--- src/rtl/fitness_eval_pkg.sv ---
// rtl/fitness_eval_pkg.sv - shared states and width helpers for the fitness evaluator
package fitness_eval_pkg;

    typedef enum logic [2:0] {
        IDLE,
        APPLY,
        SETTLE,
        COMPARE,
        DONE
    } state_e;

    // Wide enough to hold tests*outw, the score of a perfect candidate
    function automatic int fit_width(input int tests, input int outw);
        return $clog2(tests * outw + 1);
    endfunction

    function automatic int idx_width(input int n);
        return (n > 1) ? $clog2(n) : 1;
    endfunction

endpackage

--- src/rtl/fitness_evaluator_if.sv ---
// rtl/fitness_evaluator_if.sv - host and candidate signals of the fitness evaluator (first_fail under EVAL_ERRLOG_EN)
interface fitness_evaluator_if
    import fitness_eval_pkg::*;
#(
    parameter int IN_W       = 3,
    parameter int OUT_W      = 2,
    parameter int TEST_COUNT = 8,
    parameter int POP        = 1
);
    localparam int FIT_W = fit_width(TEST_COUNT, OUT_W);
    localparam int AW    = idx_width(TEST_COUNT);

    logic                    vec_we;
    logic [AW-1:0]           vec_addr;
    logic [IN_W+OUT_W-1:0]   vec_data;
    logic                    start;
    logic [IN_W-1:0]         stim;
    logic [POP*OUT_W-1:0]    resp;
    logic                    busy;
    logic                    done;
    logic [POP*FIT_W-1:0]    fitness;
`ifdef EVAL_ERRLOG_EN
    localparam int FFW = $clog2(TEST_COUNT + 1);
    logic [POP*FFW-1:0]      first_fail;
`endif

`ifdef EVAL_ERRLOG_EN
    modport master (output vec_we, vec_addr, vec_data, start, resp,
                    input  stim, busy, done, fitness, first_fail);
    modport slave  (input  vec_we, vec_addr, vec_data, start, resp,
                    output stim, busy, done, fitness, first_fail);
`else
    modport master (output vec_we, vec_addr, vec_data, start, resp,
                    input  stim, busy, done, fitness);
    modport slave  (input  vec_we, vec_addr, vec_data, start, resp,
                    output stim, busy, done, fitness);
`endif

endinterface

--- src/rtl/match_popcount.sv ---
// rtl/match_popcount.sv - counts bit positions where a candidate output equals the expected value
module match_popcount #(
    parameter int OUT_W = 2
) (
    input  logic [OUT_W-1:0]           resp,
    input  logic [OUT_W-1:0]           expected,
    output logic [$clog2(OUT_W+1)-1:0] count
);
    localparam int CW = $clog2(OUT_W + 1);

    always_comb begin
        count = '0;
        for (int i = 0; i < OUT_W; i++) begin
            count = count + CW'(resp[i] == expected[i]);
        end
    end

endmodule

--- src/rtl/fitness_evaluator.sv ---
// rtl/fitness_evaluator.sv - scores POP candidate circuits against a loadable vector table (first_fail under EVAL_ERRLOG_EN)
module fitness_evaluator
    import fitness_eval_pkg::*;
#(
    parameter int IN_W       = 3,
    parameter int OUT_W      = 2,
    parameter int TEST_COUNT = 8,
    parameter int POP        = 1,
    parameter int SETTLE_CYC = 1,
    parameter int FIT_W      = fit_width(TEST_COUNT, OUT_W)
) (
    input  logic               clk,
    input  logic               rst,
    fitness_evaluator_if.slave bus
);
    localparam int AW = idx_width(TEST_COUNT);
    localparam int SW = (SETTLE_CYC > 1) ? $clog2(SETTLE_CYC) : 1;
    localparam int CW = $clog2(OUT_W + 1);
    localparam int VW = IN_W + OUT_W;

    state_e            state, state_next;
    logic [VW-1:0]     table_q [TEST_COUNT];
    logic [AW-1:0]     idx;
    logic [SW-1:0]     settle_cnt;
    logic [IN_W-1:0]   stim_q;
    logic [FIT_W-1:0]  fit_q [POP];
    logic [CW-1:0]     cnt [POP];
    logic [OUT_W-1:0]  expected;
    logic              idle_like;
    logic              accept_start;
    logic              last_vec;

    assign idle_like    = (state == IDLE) || (state == DONE);
    assign accept_start = bus.start && idle_like;
    assign last_vec     = (idx == AW'(TEST_COUNT - 1));
    assign expected     = table_q[idx][OUT_W-1:0];

    assign bus.stim = stim_q;
    assign bus.busy = (state == APPLY) || (state == SETTLE) || (state == COMPARE);
    assign bus.done = (state == DONE);

    always_ff @(posedge clk) begin
        if (rst) state <= IDLE;
        else     state <= state_next;
    end

    always_comb begin
        state_next = state;
        case (state)
            IDLE:    if (bus.start) state_next = APPLY;
            APPLY:   state_next = (SETTLE_CYC == 0) ? COMPARE : SETTLE;
            SETTLE:  if (settle_cnt == SW'(SETTLE_CYC - 1)) state_next = COMPARE;
            COMPARE: state_next = last_vec ? DONE : APPLY;
            DONE:    state_next = bus.start ? APPLY : IDLE;
            default: state_next = IDLE;
        endcase
    end

    // Table has no reset so a reset between runs keeps the loaded vectors
    always_ff @(posedge clk) begin
        if (bus.vec_we && idle_like && (32'(bus.vec_addr) < TEST_COUNT)) begin
            table_q[bus.vec_addr] <= bus.vec_data;
        end
    end

    always_ff @(posedge clk) begin
        if (rst) begin
            idx        <= '0;
            settle_cnt <= '0;
            stim_q     <= '0;
        end else begin
            case (state)
                APPLY: begin
                    stim_q     <= table_q[idx][VW-1:OUT_W];
                    settle_cnt <= '0;
                end
                SETTLE:  settle_cnt <= settle_cnt + SW'(1);
                COMPARE: if (!last_vec) idx <= idx + AW'(1);
                default: ;
            endcase
            if (accept_start) idx <= '0;
        end
    end

    for (genvar k = 0; k < POP; k++) begin : g_cand
        match_popcount #(.OUT_W(OUT_W)) u_match (
            .resp     (bus.resp[k*OUT_W +: OUT_W]),
            .expected (expected),
            .count    (cnt[k])
        );

        always_ff @(posedge clk) begin
            if (rst || accept_start) fit_q[k] <= '0;
            else if (state == COMPARE) fit_q[k] <= fit_q[k] + FIT_W'(cnt[k]);
        end

        assign bus.fitness[k*FIT_W +: FIT_W] = fit_q[k];

`ifdef EVAL_ERRLOG_EN
        localparam int FFW = $clog2(TEST_COUNT + 1);
        logic [FFW-1:0] ff_q;

        // Only the first mismatching vector is latched; TEST_COUNT means none yet
        always_ff @(posedge clk) begin
            if (rst || accept_start) begin
                ff_q <= FFW'(TEST_COUNT);
            end else if (state == COMPARE && cnt[k] != CW'(OUT_W)
                         && ff_q == FFW'(TEST_COUNT)) begin
                ff_q <= FFW'(idx);
            end
        end

        assign bus.first_fail[k*FFW +: FFW] = ff_q;
`endif
    end

endmodule

--- src/flat_wrapper.sv ---
// flat-port wrapper written by rule: the top's interface ports become plain ports
module fitness_evaluator_flat import fitness_eval_pkg::*;
#(
    parameter int IN_W       = 3,
    parameter int OUT_W      = 2,
    parameter int TEST_COUNT = 8,
    parameter int POP        = 1,
    parameter int SETTLE_CYC = 1,
    parameter int FIT_W      = fit_width(TEST_COUNT, OUT_W)
)
  (clk, rst, bus_vec_we, bus_vec_addr, bus_vec_data, bus_start, bus_resp, bus_stim, bus_busy, bus_done, bus_fitness);
  fitness_evaluator_if #(.IN_W(IN_W), .OUT_W(OUT_W), .TEST_COUNT(TEST_COUNT), .POP(POP)) bus_i ();
  input  logic clk;
  input  logic rst;
  input wire logic [$bits(bus_i.vec_we)-1:0] bus_vec_we;
  input wire logic [$bits(bus_i.vec_addr)-1:0] bus_vec_addr;
  input wire logic [$bits(bus_i.vec_data)-1:0] bus_vec_data;
  input wire logic [$bits(bus_i.start)-1:0] bus_start;
  input wire logic [$bits(bus_i.resp)-1:0] bus_resp;
  output wire logic [$bits(bus_i.stim)-1:0] bus_stim;
  output wire logic [$bits(bus_i.busy)-1:0] bus_busy;
  output wire logic [$bits(bus_i.done)-1:0] bus_done;
  output wire logic [$bits(bus_i.fitness)-1:0] bus_fitness;
  assign bus_i.vec_we = bus_vec_we;
  assign bus_i.vec_addr = bus_vec_addr;
  assign bus_i.vec_data = bus_vec_data;
  assign bus_i.start = bus_start;
  assign bus_i.resp = bus_resp;
  assign bus_stim = bus_i.stim;
  assign bus_busy = bus_i.busy;
  assign bus_done = bus_i.done;
  assign bus_fitness = bus_i.fitness;
  fitness_evaluator #(.IN_W(IN_W), .OUT_W(OUT_W), .TEST_COUNT(TEST_COUNT), .POP(POP), .SETTLE_CYC(SETTLE_CYC), .FIT_W(FIT_W)) u_core (.clk(clk), .rst(rst), .bus(bus_i));
endmodule
--- config.mk ---
export PLATFORM = sky130hd
export DESIGN_NAME = fitness_evaluator_flat
export DESIGN_NICKNAME = d
export VERILOG_FILES = /design/src/rtl/fitness_eval_pkg.sv /design/src/rtl/fitness_evaluator_if.sv /design/src/rtl/match_popcount.sv /design/src/rtl/fitness_evaluator.sv /design/src/flat_wrapper.sv
export SDC_FILE = /design/constraint.sdc
export NUM_CORES = 1
export LEC_CHECK = 0
export CAP_MARGIN = 0
export CORE_MARGIN = 4
export CORE_UTILIZATION = 25
export CTS_BUF_LIST = sky130_fd_sc_hd__clkbuf_16
export CTS_CLUSTER_SIZE = 20
export DETAILED_ROUTE_END_ITERATION = 7
export HOLD_SLACK_MARGIN = 0.06
export PLACE_DENSITY = 0.51
export SLEW_MARGIN = 0
export SYNTH_ARGS = -nofsm -noshare
export SYNTH_HDL_FRONTEND = slang
export SYNTH_SLANG_ARGS = --single-unit
export TNS_END_PERCENT = 100
--- constraint.sdc ---
create_clock -name clk -period 3.25 [get_ports clk]
set_input_delay 0.325 -clock clk [delete_from_list [all_inputs] [get_ports clk]]
set_output_delay 0.325 -clock clk [all_outputs]
set_load 0.02 [all_outputs]
=== After elaboration in Yosys (flattened, before gate mapping) ===
Memory sizes are Yosys's and may differ from the RTL's. A register that Yosys moved wholly into a read port is not among the register bits.
Index checks and enable logic that the tools add are counted.

* $add $sub $neg: 4
* Equal/unequal tests: 9
* Muxes and demuxes: 17
* Bitwise gates (word level): 1
* Reductions and logical operators: 12

{| class="wikitable"
|+ Operator list
! operator !! number
|-
| 3-bit 2-to-1 mux || 5
|-
| 3-bit one-hot mux with 5 select lines || 1
|-
| 1-bit 2-to-1 mux || 9
|-
| 3-bit by 2-bit equality test with 1-bit output, second input constant || 2
|-
| 3-bit equality test, second input constant || 2
|-
| 5-bit by 2-bit adder with 5-bit output || 1
|-
| 5-bit 2-to-1 mux || 1
|-
| 5-bit OR reduction || 1
|-
| 1-bit logical OR || 4
|-
| 2-bit != test, second input constant || 2
|-
| 2-bit AND reduction || 2
|-
| 3-bit by 1-bit adder with 3-bit output, second input constant || 1
|-
| 3-bit by 1-bit equality test with 1-bit output, second input constant || 1
|-
| 3-bit logical NOT || 1
|-
| 1-bit by 1-bit adder with 2-bit output || 1
|-
| 1-bit equality test || 2
|-
| 1-bit logical AND || 2
|-
| 1-bit one-hot mux with 2 select lines || 1
|-
| 2-bit nonzero test || 1
|-
| 2-bit OR reduction || 1
|-
| 1-bit adder, second input constant || 1
|-
| 1-bit NOT || 1
|}

* Bits in registers: 10
* Bits in writable memories: 45
* Bits of input ports: 14
* Output and inout bits: 10
* Word-level logic and storage cells: 49
* Memories: 2

{| class="wikitable"
|+ Memory list
! memory !! depth !! width !! read ports !! clocked after memory_dff !! wr ports !! RTL line !! RTL
|-
| u_core.table_q || 8 || 5 || 1 || 1 || 1 || fitness_evaluator.sv:22 || <nowiki>logic [VW-1:0] table_q [TEST_COUNT];</nowiki>
|-
| u_core.fit_q || 1 || 5 || 1 || 0 || 1 || fitness_evaluator.sv:26 || <nowiki>logic [FIT_W-1:0] fit_q [POP];</nowiki>
|}

=== Depth between registers and ports, before layout ===
Gate-level depths: netlist (run 1).

* Depth after elaboration: 8
* Mapped depth: 11
* Depth with buffers taken out: 10

=== Hierarchy ===
From an unflattened synthesis (run 1), not the netlist that was laid out.

* Cells, all modules: 160
* Area, all modules: 2,459.9 µm²

{| class="wikitable"
|+ By module, submodules not included
! module !! instances !! cells an instance !! area an instance (µm²) !! seq. area each (µm²)
|-
| fitness_evaluator || 1 || 157 || 2,429.8 || 1,611.5
|-
| match_popcount || 1 || 3 || 30.0 || 0.0
|}

=== Worst setup path after synthesis (run 1) ===
No wires, ideal clock.

* Path kind: reg2reg
* From: register with a tool-made name
* To: memory u_core.fit_q[0][4] (netlist name), data pin
* Library setup time: 0.254 ns
* Arrival: 2.049 ns
* Required time: 2.996 ns
* Setup slack: 0.947 ns
* Cell stages (with the launch flop): 12
* Clock period less this slack: 2.303 ns
* Cells stage by stage: dfxtp_1 buf_6 mux2_2 o22ai_1 a221oi_2 xor2_1 fa_1 inv_1 ha_1 nand3_1 xor2_1 nor2_1

{| class="wikitable"
|+ RTL lines
! what !! RTL line
|-
| end: declaration || fitness_evaluator.sv:26
|}

==> results of run 1 <==
-- cell usage after synthesis (all sizes together) --
cell type,number
a21o,2
a21oi,7
a221oi,2
a22o,2
a22oi,3
a2bb2oi,1
a41o,1
and2,1
and3,2
buf,5
clkbuf,1
dfxtp,13
edfxtp,45
fa,1
ha,3
inv,4
mux2,6
mux2i,15
nand2,6
nand2b,5
nand3,3
nand3b,2
nor2,21
nor2b,3
nor3,3
nor3b,2
nor4b,1
o21ai,5
o22ai,2
or2,1
xnor2,4
xor2,3
-- worst max-delay path by stage --
stage	start	end	slack (ns)	cells past startpoint
final	register	u_core.fit_q[0][4]$_SDFFCE_PN0P_	0.67	10
after global routing	register	u_core.fit_q[0][4]$_SDFFCE_PN0P_	0.55	10
after CTS	register	u_core.fit_q[0][4]$_SDFFCE_PN0P_	0.65	10
after detailed placement	register	u_core.fit_q[0][4]$_SDFFCE_PN0P_	0.66	10
after global placement	register	u_core.fit_q[0][4]$_SDFFCE_PN0P_	0.68	10
after floorplan	register	u_core.fit_q[0][4]$_SDFFCE_PN0P_	0.95	11
-- critical path: cells and delay by family, from the launching register on --
family | cells | cell delay, ns
flip-flops | 1 | 0.61
buffers and inverters | 1 | 0.07
XOR/XNOR | 2 | 0.31
multiplexers | 1 | 0.39
AND/OR/NAND/NOR | 2 | 0.14
adder cells (fa/ha/maj) | 2 | 0.57
AO/OA/AOI/OAI | 2 | 0.23
-- state kept, by name, summed over array words and instances, names as in the netlist, named ones only --
signal and flops:
u_core.state 3, u_core.settle_cnt 1, u_core.fit_q 5, u_core.idx 3, u_core.table_q 40, u_core.bus.stim 3
-- cells by family (layout without fill, tap and decap cells) --
kind of cell	Yosys count	count (layout)	synth area share, %
compound gates	25	25	7.23
xor+xnor	7	7	2.51
fa+ha+maj	4	4	2.36
buf+inv	10	44	2.66
flops	58	58	66.0
mux	21	21	8.92
simple gates	50	50	10.3
-- per-layer routing --
metal  global-route usage [%]  vias up  routed length (µm)
met5                        0        -                   0
met4                     3.84        0                  74
met3                     4.21        7                 230
met2                     13.3       32                2100
met1                     12.0      675                2380
li1                         -      705                   -
-- report_power, final --
group | switching (mW) | total, mW | internal, mW
combinational | 0.105 | 0.201 | 0.0958
sequential | 0.0307 | 0.867 | 0.836
clock | 0.294 | 0.868 | 0.574
-- stage by stage --
step           cell area (µm²)  instances
2_1_floorplan             2440        175
3_3_place_gp              2800        323
3_5_place_dp              2800        323
4_1_cts                   3070        338
5_1_grt                   3070        338
6_report                  3070        338
-- final cells by class --
cell class                      count  share of cell area, %
Inverter                            4                  0.489
Clock inverter                      6                   1.63
Sequential cell                    58                   52.4
Timing Repair Buffer               25                   7.98
Clock buffer                        9                   7.33
Multi-Input combinational cell    107                   24.9
Tap cell                          129                   5.25
==> impl_metrics.ini, run 1 <==
[run_status]
status = completed

[routing]
ant_nets = 0
drt_iter0_markers = 45
viasPerCell = 4.20
drtPass1Iterations = 4
drcViolationCount = 0
finalWirelength_um = 4780
vias = 1419
wl_per_cell_um = 14.2

[sta]
fmax_mhz = 387
skew_ns = 0.00632
slew_headroom_pct = 43.6
maxSlewViolCount = 0
layout_setup_ws_ns = 0.668
rsz0062_at_grt = no
worst_pin_slew_ns = 0.839
hold_slack_ns = 0.483
tns_ns = 0
fin_crit_ns = 2.58
setup_viol = 0
post-route-period-util_pct = 79.4
finalHoldViolCount = 0

[worst_setup_path]
crit_type = register to register
crit_required_ns = 3.32
cp.arrival_ns = 2.65
reg2reg_setup_slack_ns = 0.67
end_kind = register
reg2regPathDepth = 10
path_cells = mux2_2, o22ai_1, a221oi_2, xor2_1, fa_1, inv_1, ha_1, nand3_1, xor2_1, nor2_1
max_stage_delay_ns = 0.61
crit_top_cell = xor2_1
rr_endpoint = u_core.fit_q[0][4]$_SDFFCE_PN0P_
slowest_stage = dfxtp_1
worst-path-max-fanout = 10
start_kind = register

[hold_path]
hp-class = register to register
hold_end = u_core.bus.stim[0]$_SDFFE_PP0P_
holdPathStages = 1
hp-start = u_core.bus.stim[0]$_SDFFE_PP0P_

[yosys]
synth_area_um2 = 2440
synth.largest_area_cell = edfxtp_1
syn_area_per_cell_um2 = 13.9
yosysWarnings = 0
synthesis.nets = 193
ys_seq_area_share_pct = 66.0
synthTopCellsByArea = edfxtp_1 55%, dfxtp_1 11%, mux2i_1 6.2%
synth_cells = 175
synth.distinct_cells = 34
ys_seq_elements = 58
synth_top_area_share_pct = 55.4

[clock_network]
cts-root-buf = clkbuf_16
hold_buffers = 0
clkTransAtPathRegs_ns = 0.05
cts_setup_buffers = 0
htree_levels = 3
cts_tree = done
cts_inserted_buffers = 9
clock-sinks = 58
clockBufferDepth = 2
cts_resized = 0
insertion_delay_ns = 0.32

[place]
portBuffers = 23
routabilityCongestion = 0.729
dpl_worst_slack_ns = 0.658
dp_hpwl_um = 3510

[grt]
global_route.usage.total_pct = 9.23
grt_max_degree = 11
grt_pass1_vias = 1404
grt_pass1_wl_um = 7650
antenna_found_initial = 0
grt.overflow.total = 0

[power_and_ir_drop]
total_power_mw = 1.94
ir_drop_mv = 0.286
power.density_nw_per_um2 = 630
leakagePower_nw = 1.04

[die]
die_w_um = 107
die_area_um2 = 11400
rows = 35
initial_core_util_pct = 26.0
die_h_um = 107
coreArea_um2 = 9370
io_pins = 24

[finish]
seqCellArea_um2 = 1610
num-fill-cells = 950
nNetsFinal = 223
layout_commonest_cell = edfxtp_1
final_util_pct = 32.8
num_antenna_cells = 0
multi_input_area_um2 = 764
layout_common_cells = 45 x edfxtp_1, 23 x clkdlybuf4s50_1, 21 x nor2_1, 15 x mux2i_1, 13 x dfxtp_1
area_growth_pct = 25.9
drive_gt1_share_pct = 11.0

[flow_run]
cap_viol_max_count = 0
Power figures use the tool's default switching activity.
==> run 2: changes to the inputs <==
- clock period: 3.25 -> 2.56 ns (I/O delays scaled with it)
==> impl_metrics.ini, run 2 (synthesis gave the netlist of run 1 again) <==
[sta]
layout_setup_ws_ns = 0.244
rsz0062_at_grt = no
tns_ns = 0
finalHoldViolCount = 0
setup_viol = 0
hold_slack_ns = 0.487
fin_crit_ns = 2.32
fmax_mhz = 432
post-route-period-util_pct = 90.5
skew_ns = 0.00426
worst_pin_slew_ns = 0.523
slew_headroom_pct = 65.0
maxSlewViolCount = 0

[worst_setup_path]
path_cells = mux2_2, o22ai_1, a221oi_2, xor2_1, fa_1, inv_1, ha_1, nand3_1, xor2_1, nor2_1
cp.arrival_ns = 2.39
max_stage_delay_ns = 0.39
crit_top_cell = xor2_1
slowest_stage = dfxtp_2
cp.depth = 10
end_kind = register
start_kind = register
worst-path-max-fanout = 6
crit_required_ns = 2.63
crit_buf_inv = 1
reg2regPathDepth = 10
critPathTopFamily = adder cells
crit_type = register to register

[clock_network]
cts_tree = done
cts-root-buf = clkbuf_16
clock-sinks = 58
cts_inserted_buffers = 9
htree_levels = 3
insertion_delay_ns = 0.32
clockBufferDepth = 2
clkTransAtPathRegs_ns = 0.05

[finish]
final_cell_area_um2 = 3130
layout_common_cells = 45 x edfxtp_1, 23 x clkdlybuf4s50_1, 21 x nor2_1, 15 x mux2i_1, 12 x dfxtp_1
num-fill-cells = 937
top_register = u_core.table_q
layout.cells.non_filler = 342
largest_reg_flops = 40
layout_commonest_cell = edfxtp_1
largestRegisters = u_core.table_q x40, u_core.fit_q x5
area_growth_pct = 28.4
nNetsFinal = 226
drive_gt1_share_pct = 13.6
num_antenna_cells = 0
final_util_pct = 33.4

[place]
portBuffers = 23
dp_hpwl_um = 3510
dpl_worst_slack_ns = 0.129
dp_cells = 326
routabilityCongestion = 0.756
placedInstanceArea_um2 = 2820

[die]
initial_core_util_pct = 26.0
die_area_um2 = 11400
io_pins = 24
rows = 35
die_h_um = 107
coreArea_um2 = 9370
die_w_um = 107

[flow_run]
cap_viol_max_count = 0

[grt]
grt_pass1_wl_um = 7820
grt_max_degree = 12
grt_pass1_vias = 1465
antenna_found_initial = 0
global_route.usage.total_pct = 9.15
grt.overflow.total = 0

[power_and_ir_drop]
leakagePower_nw = 1.07
power.density_nw_per_um2 = 825
ir_drop_mv = 0.334
total_power_mw = 2.59

[routing]
finalWirelength_um = 4750
drt_iter0_markers = 87
viasPerCell = 4.23
vias = 1446
drcViolationCount = 0
wl_per_cell_um = 13.9
ant_nets = 0
drtPass1Iterations = 4

[run_status]
status = completed

[hold_path]
holdPathStages = 1
hp-class = register to register
hp-start = u_core.bus.stim[1]$_SDFFE_PP0P_
==> run 2: changes by cell type in the layout (fill, tap and decap cells not counted), sizes merged <==
cell / delta
buf: +3
bufinv: +1
clkinvlp: +1
inv: -1
==> run 2: timing repair <==
action | 4_1_cts | 5_1_grt
setup buffers | 0 | 0
gates resized for setup | 0 | 2
endpoints found under the setup margin | 0 | 1
hold buffers | 0 | 0
==> run 2: path summary, 6_finish.rpt <==
path	end	slack, ns
min reg2reg	u_core.bus.stim[1]$_SDFFE_PP0P_	0.49
max	u_core.fit_q[0][4]$_SDFFCE_PN0P_	0.24
min	u_core.bus.stim[1]$_SDFFE_PP0P_	0.49
max reg2reg	u_core.fit_q[0][4]$_SDFFCE_PN0P_	0.24
==> run 2: where the power goes <==
group	leakage, nW	internal [mW]	switching [mW]
Sequential	0.522	1.06	0.0362
Combinational	0.397	0.123	0.136
Clock	0.148	0.838	0.392
==> run 2: layout make-up <==
cell class | count | area [µm²] | share of cell area, %
Clock buffer | 9 | 225 | 7.19
Clock inverter | 7 | 83.8 | 2.67
Inverter | 4 | 15.0 | 0.479
Multi-Input combinational cell | 107 | 764 | 24.4
Sequential cell | 58 | 1610 | 51.5
Tap cell | 129 | 161 | 5.15
Timing Repair Buffer | 28 | 272 | 8.66
==> run 2: layer usage <==
metal	GRT usage, %	wire [µm]	vias up
li1	-	-	712
met5	0	0	-
met4	4.11	89	0
met2	13.0	1980	41
met1	12.7	2400	685
met3	2.83	272	8
==> run 2: worst reg2reg max path, cell delays in order (launching register included) <==
cell      delay [ns]
dfxtp_2         0.39
mux2_2          0.36
o22ai_1         0.18
a221oi_2        0.06
xor2_1          0.18
fa_1            0.39
inv_1           0.07
ha_1            0.17
nand3_1         0.09
xor2_1          0.13
nor2_1          0.05
==> run 3: changes to the inputs <==
- CTS_CLUSTER_SIZE: 20 -> 40
- GPL_ROUTABILITY_DRIVEN: unset -> 0
==> results of run 3 <==
No change in the layout: final DEF, timing and power equal those of run 2.
